==> config.mk <==
export PLATFORM = sky130hd
export DESIGN_NAME = fetch_queue
export DESIGN_NICKNAME = d
export VERILOG_FILES = /design/src/rtl/fetch_queue_pkg.sv /design/src/rtl/fetch_queue_inst_fifo.sv /design/src/rtl/fetch_queue.sv
export SDC_FILE = /design/constraint.sdc
export NUM_CORES = 1
export LEC_CHECK = 0
export CELL_PAD_IN_SITES_DETAIL_PLACEMENT = 0
export CELL_PAD_IN_SITES_GLOBAL_PLACEMENT = 1
export CORE_UTILIZATION = 39
export CTS_CLUSTER_DIAMETER = 150
export DETAILED_ROUTE_END_ITERATION = 7
export DONT_BUFFER_PORTS = 1
export GPL_ROUTABILITY_DRIVEN = 0
export PLACE_DENSITY_LB_ADDON = 0.1
export SLEW_MARGIN = 20
export SYNTH_ARGS = -nofsm -noshare
export SYNTH_HDL_FRONTEND = slang
export SYNTH_SLANG_ARGS = --single-unit
==> constraint.sdc <==
create_clock -name clk -period 4 [get_ports clk]
set_input_delay 0.8 -clock clk [delete_from_list [all_inputs] [get_ports clk]]
set_output_delay 0.8 -clock clk [all_outputs]
set_load 0.005 [all_outputs]
==> src/rtl/fetch_queue_pkg.sv <==
// Shared widths, pc_sig encodings and the queue entry layout for the fetch queue.
package fetch_queue_pkg;

    localparam int PC_W    = 5;
    localparam int INSTR_W = 32;
    localparam int QDEPTH  = 4;
    localparam int PTR_W   = 2;
    localparam int CNT_W   = 3;
    localparam int ENTRY_W = INSTR_W + PC_W;

    // pc_sig encodings; 2'b00 is also treated as sequential
    localparam logic [1:0] PC_SEQ    = 2'b11;
    localparam logic [1:0] PC_JUMP   = 2'b01;
    localparam logic [1:0] PC_BRANCH = 2'b10;

    typedef struct packed {
        logic [INSTR_W-1:0] instr;
        logic [PC_W-1:0]    pc;
    } q_entry_t;

    // Builds a queue entry from an instruction word and its address.
    function automatic logic [ENTRY_W-1:0] pack_entry(input logic [INSTR_W-1:0] instr,
                                                      input logic [PC_W-1:0]    pc);
        q_entry_t e;
        e.instr = instr;
        e.pc    = pc;
        return e;
    endfunction

endpackage

==> src/rtl/fetch_queue_inst_fifo.sv <==
// Four-entry instruction FIFO: push 0/1/2 words, pop 1 word, flush, occupancy count.
// State updates on the falling edge of clk.
module inst_fifo
    import fetch_queue_pkg::*;
(
    input  logic               clk,
    input  logic               rst_n,
    input  logic               flush,
    input  logic               pop,
    input  logic [1:0]         push_cnt,
    input  logic [ENTRY_W-1:0] push_data0,
    input  logic [ENTRY_W-1:0] push_data1,
    output logic [ENTRY_W-1:0] head_data,
    output logic [CNT_W-1:0]   count
);

    logic [ENTRY_W-1:0] mem_q [QDEPTH];
    logic [ENTRY_W-1:0] mem_d [QDEPTH];
    logic [PTR_W-1:0]   head_q, head_d;
    logic [PTR_W-1:0]   tail_q, tail_d;
    logic [CNT_W-1:0]   count_q, count_d;

    logic               pop_ok;
    logic [PTR_W-1:0]   tail_nx;

    assign pop_ok  = pop && (count_q != '0);
    assign tail_nx = tail_q + 2'd1;

    // Next-state for storage, pointers and count; flush wins over push and pop.
    always_comb begin
        for (int i = 0; i < QDEPTH; i++) begin
            mem_d[i] = mem_q[i];
        end
        head_d  = head_q;
        tail_d  = tail_q;
        count_d = count_q;
        if (flush) begin
            head_d  = '0;
            tail_d  = '0;
            count_d = '0;
        end else begin
            if (push_cnt != 2'd0) begin
                mem_d[tail_q] = push_data0;
            end
            if (push_cnt == 2'd2) begin
                mem_d[tail_nx] = push_data1;
            end
            tail_d  = tail_q + push_cnt;
            head_d  = head_q + {1'b0, pop_ok};
            count_d = count_q + {1'b0, push_cnt} - {2'b00, pop_ok};
        end
    end

    // Falling-edge storage and pointer registers with asynchronous clear.
    always_ff @(negedge clk or negedge rst_n) begin
        if (!rst_n) begin
            for (int i = 0; i < QDEPTH; i++) begin
                mem_q[i] <= '0;
            end
            head_q  <= '0;
            tail_q  <= '0;
            count_q <= '0;
        end else begin
            for (int i = 0; i < QDEPTH; i++) begin
                mem_q[i] <= mem_d[i];
            end
            head_q  <= head_d;
            tail_q  <= tail_d;
            count_q <= count_d;
        end
    end

    assign head_data = mem_q[head_q];
    assign count     = count_q;

endmodule

==> src/rtl/fetch_queue.sv <==
// Instruction fetch queue: fetches up to two words per edge into a 4-entry FIFO,
// redirects on jump/branch, and presents the head entry to decode.
module fetch_queue
    import fetch_queue_pkg::*;
(
    input  logic               clk,
    input  logic               rst_n,
    input  logic [1:0]         pc_sig,
    input  logic [PC_W-1:0]    dir_j,
    input  logic [PC_W-1:0]    dir_b,
    input  logic [INSTR_W-1:0] ins,
    input  logic [INSTR_W-1:0] ins2,
    output logic [PC_W-1:0]    fetch_addr,
    output logic [PC_W-1:0]    fetch_addr2,
    output logic [INSTR_W-1:0] instr_out,
    output logic [PC_W-1:0]    instr_pc,
    output logic               instr_valid,
    input  logic               instr_ready,
    output logic [CNT_W-1:0]   q_count
);

    logic [PC_W-1:0]    fetch_addr_q, fetch_addr_d;
    logic [1:0]         push_cnt;
    logic               flush;
    logic               pop;
    logic [CNT_W-1:0]   free;
    logic [ENTRY_W-1:0] head_data;
    logic [ENTRY_W-1:0] push_data0;
    logic [ENTRY_W-1:0] push_data1;
    q_entry_t           head;

    assign fetch_addr2 = fetch_addr_q + 5'd1;
    assign fetch_addr  = fetch_addr_q;

    assign pop  = instr_valid && instr_ready;
    // Slots available this edge, counting the one freed by a pop (0..4).
    assign free = 3'd4 - q_count + {2'b00, pop};

    assign push_data0 = pack_entry(ins, fetch_addr_q);
    assign push_data1 = pack_entry(ins2, fetch_addr2);

    // PC advance/redirect and push sizing; a redirect flushes and pushes nothing.
    always_comb begin
        fetch_addr_d = fetch_addr_q;
        push_cnt     = 2'd0;
        flush        = 1'b0;
        case (pc_sig)
            PC_JUMP: begin
                flush        = 1'b1;
                fetch_addr_d = dir_j;
            end
            PC_BRANCH: begin
                flush        = 1'b1;
                fetch_addr_d = dir_b;
            end
            default: begin
                if (free >= 3'd2) begin
                    push_cnt     = 2'd2;
                    fetch_addr_d = fetch_addr_q + 5'd2;
                end else if (free == 3'd1) begin
                    push_cnt     = 2'd1;
                    fetch_addr_d = fetch_addr_q + 5'd1;
                end
            end
        endcase
    end

    // Falling-edge PC register; reset returns fetch to address 0.
    always_ff @(negedge clk or negedge rst_n) begin
        if (!rst_n) begin
            fetch_addr_q <= '0;
        end else begin
            fetch_addr_q <= fetch_addr_d;
        end
    end

    inst_fifo u_inst_fifo (
        .clk        (clk),
        .rst_n      (rst_n),
        .flush      (flush),
        .pop        (pop),
        .push_cnt   (push_cnt),
        .push_data0 (push_data0),
        .push_data1 (push_data1),
        .head_data  (head_data),
        .count      (q_count)
    );

    // Head presentation; zeroed when the queue is empty.
    always_comb begin
        head        = q_entry_t'(head_data);
        instr_valid = (q_count != '0);
        instr_out   = '0;
        instr_pc    = '0;
        if (instr_valid) begin
            instr_out = head.instr;
            instr_pc  = head.pc;
        end
    end

endmodule

== After elaboration in Yosys (flattened, before gate mapping) ==
Index checks and enable logic that the tools add are counted.

* Register bits after elaboration: 160
* Bits of input ports: 79
* Output and inout bits: 51
* Word-level logic and storage cells: 62

* $add $sub $neg: 9
* $lt $le $gt $ge: 6
* Eq/ne operators: 4
* Mux-type cells: 24
* Bitwise operators: 3
* Reductions and logical operators: 8

{| class="wikitable"
|+ Operators by type and width
! kind !! count
|-
| $mux 148 || 3
|-
| $bwmux 148 || 2
|-
| $demux 37 s2 || 2
|-
| $mux 37 || 4
|-
| $bmux 37 s2 || 1
|-
| $mux 32 || 1
|-
| $mux 5 || 3
|-
| $pmux 5 s2 || 1
|-
| $ge 3x3->1 const B || 3
|-
| $not 2->3 || 3
|-
| $mux 2 || 4
|-
| $lt 3x1->1 const B || 2
|-
| $add 5x1->5 const B || 1
|-
| $add 5x2->5 const B || 1
|-
| $eq 2x2->1 const B || 2
|-
| $logic_and 1x1->1 || 4
|-
| $reduce_bool 4->1 || 1
|-
| $add 3x1->3 || 1
|-
| $add 3x2->3 || 1
|-
| $eq 3x1->1 const B || 1
|-
| $ge 3x2->1 const B || 1
|-
| $mux 3 || 1
|-
| $reduce_bool 3->1 || 1
|-
| $sub 3x1->3 || 1
|-
| 8 further kinds || 9
|}

== Longest topological paths before layout ==
* Depth after elaboration: 12
* Mapped depth: 15
* Gate-level depth less buffers: 13

== Modules after synthesis ==
Synthesis repeated with hierarchy kept, for this count alone.

* Cell total of the unflattened synthesis: 776
* Area total of the unflattened synthesis: 8291.7 sq um

{| class="wikitable"
|+ By module, submodules not included
! module !! times used !! cells an instance !! area each (sq um) !! sequential area each (sq um)
|-
| inst_fifo || 1 || 666 || 7469.7 || 3878.7
|-
| fetch_queue || 1 || 110 || 822.0 || 125.1
|}

==> results.toml <==
[outcome]
status = "complete, but fails checks"
violations = "negative setup slack"

[critical_path]
critPathMaxFanout = 8
r2r_end = "u_inst_fifo.mem_q[119]"
cp_slowest_stage_delay_ps = 530
crit_required_ps = 3200
crit_start = "u_inst_fifo.head_q[0]"
crit_buf_inv = 2
rr_startpoint = "u_inst_fifo.count[1]"
cp.depth = 4
endpoint_kind = "primary output"
cp_top_family = "multiplexers"
worst_setup_path_start_kind = "flop"
cp_cell_sequence = "buf_6 > buf_12 > mux4_2 > and2_4"
cp_slowest_cell = "mux4_2"
arrival_ps = 3850
r2r_setup_slack_ps = 1070
worstRegToRegCells = 15
setup.worst_path.class = "reg -> out"

[hold_path]
hold_path_end = "u_inst_fifo.mem_q[9]"
hold_path.class = "reg -> reg"
min_from = "u_inst_fifo.mem_q[9]"
holdPathStages = 2

[power]
p_sw_frac = 0.392
p_comb_frac = 0.630
ir_drop_mv = 0.574
seq_power_share = 0.237
p_leak_nw = 5.54
p_sw_mw = 5.00
clkPwrFrac = 0.133
p_int_mw = 7.75
power.density_nw_per_um2 = 931

[timing]
setup_viol = 193
finalWorstSetupSlack_ps = -648
slew_violations = 0
hold_viol = 0
skew_ps = 4.58
tns_ps = -43170
hold_ws_ps = 450
worstMarginPinSlew_ps = 486
maxSlewHeadroom = 0.675
grt_setup_unrepaired = "yes"

[synthesis]
synth_async_sr_flop_share = 1.00
yosysTopAreaCell = "dfrtn_1"
yosys-top-cells-area = "dfrtn_1 (47%), o22ai_1 (10%), mux4_2 (9.9%)"
synth.distinct_cells = 49
synth_flop_cell = "dfrtn_1"
yosys_register_bits = 160
synth_edf_count = 0
syn_avg_cell_area_um2 = 9.97
yosysSeqAreaShare = 0.474
ys_warn_count = 0
synth_top_area_frac = 0.474
syn_area_um2 = 8450
syn_inst = 848
syn-num-nets = 939

[layout]
diodes = 0
seqCellArea_um2 = 4000
layout_commonest_cell = "dfrtn_1"
drive_above_1_share = 0.568
most-common-layout-cells = "dfrtn_1 (160), nor2_1 (104), o22ai_2 (86), inv_1 (77), buf_4 (56)"
fill_cells = 1518
area_delta_synth_final_pct = 62.1
multi_input_area_um2 = 5790
nets = 1073

[clock_network]
cts_buffers = 17
cts_tree = "built"
cts.reportedPaths.clkPinSlew_ps = 50
clock_latency_ps = 400
root_buffer = "clkbuf_16"
cts_sinks = 160
cts_htree_levels = 4
cts_buffer_depth = 2

[global_route]
grt_pass1_wl_um = 48600
grt_pass1_vias = 8256
antenna_found_initial = 0
grt-ovfl-total = 0
grt_max_degree = 161
grtUsageTotal = 0.296

[floorplanning]
die_h_um = 149
die_area_um2 = 22300
io_pins = 130
start_util = 0.399
dieWidth_um = 149
core_um2 = 21200
fp-row-count = 53

[route]
via_per_inst = 6.11
vias = 7751
ant_nets = 0
routed_wl_um = 33300
post-route-drc-count = 0
wl_per_cell_um = 26.2
first_pass_iters = 5
drtIter0Drc = 429

[placement]
portBuffers = 0
dp_slack_ps = -720
dp.final_hpwl_um = 17000

[flow_run]
cap_violations = 0
[layer usage]
layer	GRT usage	share of wire
met2	0.499	0.50
met4	0.0985	0.029
met5	0	0
met3	0.0731	0.077
met1	0.371	0.39
[per-stage QoR]
stage	utilization	area (µm²)	power (mW)	instances
finish	0.647	13700	12.8	1269
global route	0.647	13700	13.4	1269
CTS	0.603	12700	12.1	1257
detailed placement	0.449	9500	7.71	1148
global placement	0.449	9500	7.56	1148
floorplan	-	8730	6.10	848
[sequential cells by signal (all words and copies together), names as in the netlist]
name	cells
u_inst_fifo.count	3
u_inst_fifo.tail_q	2
u_inst_fifo.head_q	2
u_inst_fifo.mem_q	148
fetch_addr	5
[power by group through the flow]
| stage | clock, mW | combinational [mW] | sequential [mW] |
|---|---|---|---|
| floorplan | 0 | 3.31 | 2.80 |
| global placement | 0 | 4.67 | 2.89 |
| detailed placement | 0 | 4.78 | 2.93 |
| CTS | 1.71 | 7.45 | 2.97 |
| global route | 1.78 | 8.49 | 3.09 |
| finish | 1.70 | 8.03 | 3.02 |
[cells by family after synthesis]
family                   count (synthesis)  synth area share
XOR/XNOR                                11            0.0136
AND/OR/NAND/NOR                        220             0.119
flip-flops                             160             0.474
buffers and inverters                  148            0.0835
adder cells (fa/ha/maj)                 12            0.0187
multiplexers                            39             0.101
AO/OA/AOI/OAI                          258             0.191
[cell usage after synthesis, drive strengths merged, types with 3 or more instances]
cell type and number:
nand3 7, a21oi 73, a21boi 4, inv 82
o221a 5, a221o 3, a221oi 3, nor2b 3
and3b 3, clkbuf 32, nor2 147, o21ai 13
and2 42, mux4 37, o22ai 139, dfrtn 160
nor4 3, nand2 8, ha 11, buf 33
xnor2 9, o311a 3
[worst max path at each step]
stage               slack, ps                   end
floorplan                -840  u_inst_fifo.count[2]
global placement         -670  u_inst_fifo.count[2]
detailed placement       -720  u_inst_fifo.count[2]
CTS                      -670           instr_pc[0]
global route             -690           instr_pc[0]
finish                   -650           instr_pc[0]
[worst reg2reg max path, stage by stage (launching register included)]
cell	delay (ps)
dfrtn_1	350
or3_4	440
buf_6	170
buf_8	130
nand2_8	60
ha_4	110
inv_2	30
ha_4	170
xor2_4	180
buf_12	160
buf_12	130
o21ai_4	220
and2_4	290
buf_12	130
buf_12	140
a21oi_4	60
[cell type report]
| cell class | count | area share |
|---|---|---|
| Clock buffer | 17 | 0.0311 |
| Clock inverter | 14 | 0.0128 |
| Inverter | 83 | 0.0231 |
| Multi-Input combinational cell | 540 | 0.423 |
| Sequential cell | 160 | 0.292 |
| Tap cell | 275 | 0.0251 |
| Timing Repair Buffer | 180 | 0.193 |
[timing repair]
item | CTS | global route
pin swaps | 151 | 82
setup endpoints to repair | 193 | 198
buffers inserted | 56 | 23
gates cloned | 25 | 10
hold buffers | 0 | 0
gates resized for setup | 326 | 175
(Power assumes the default switching activity.)
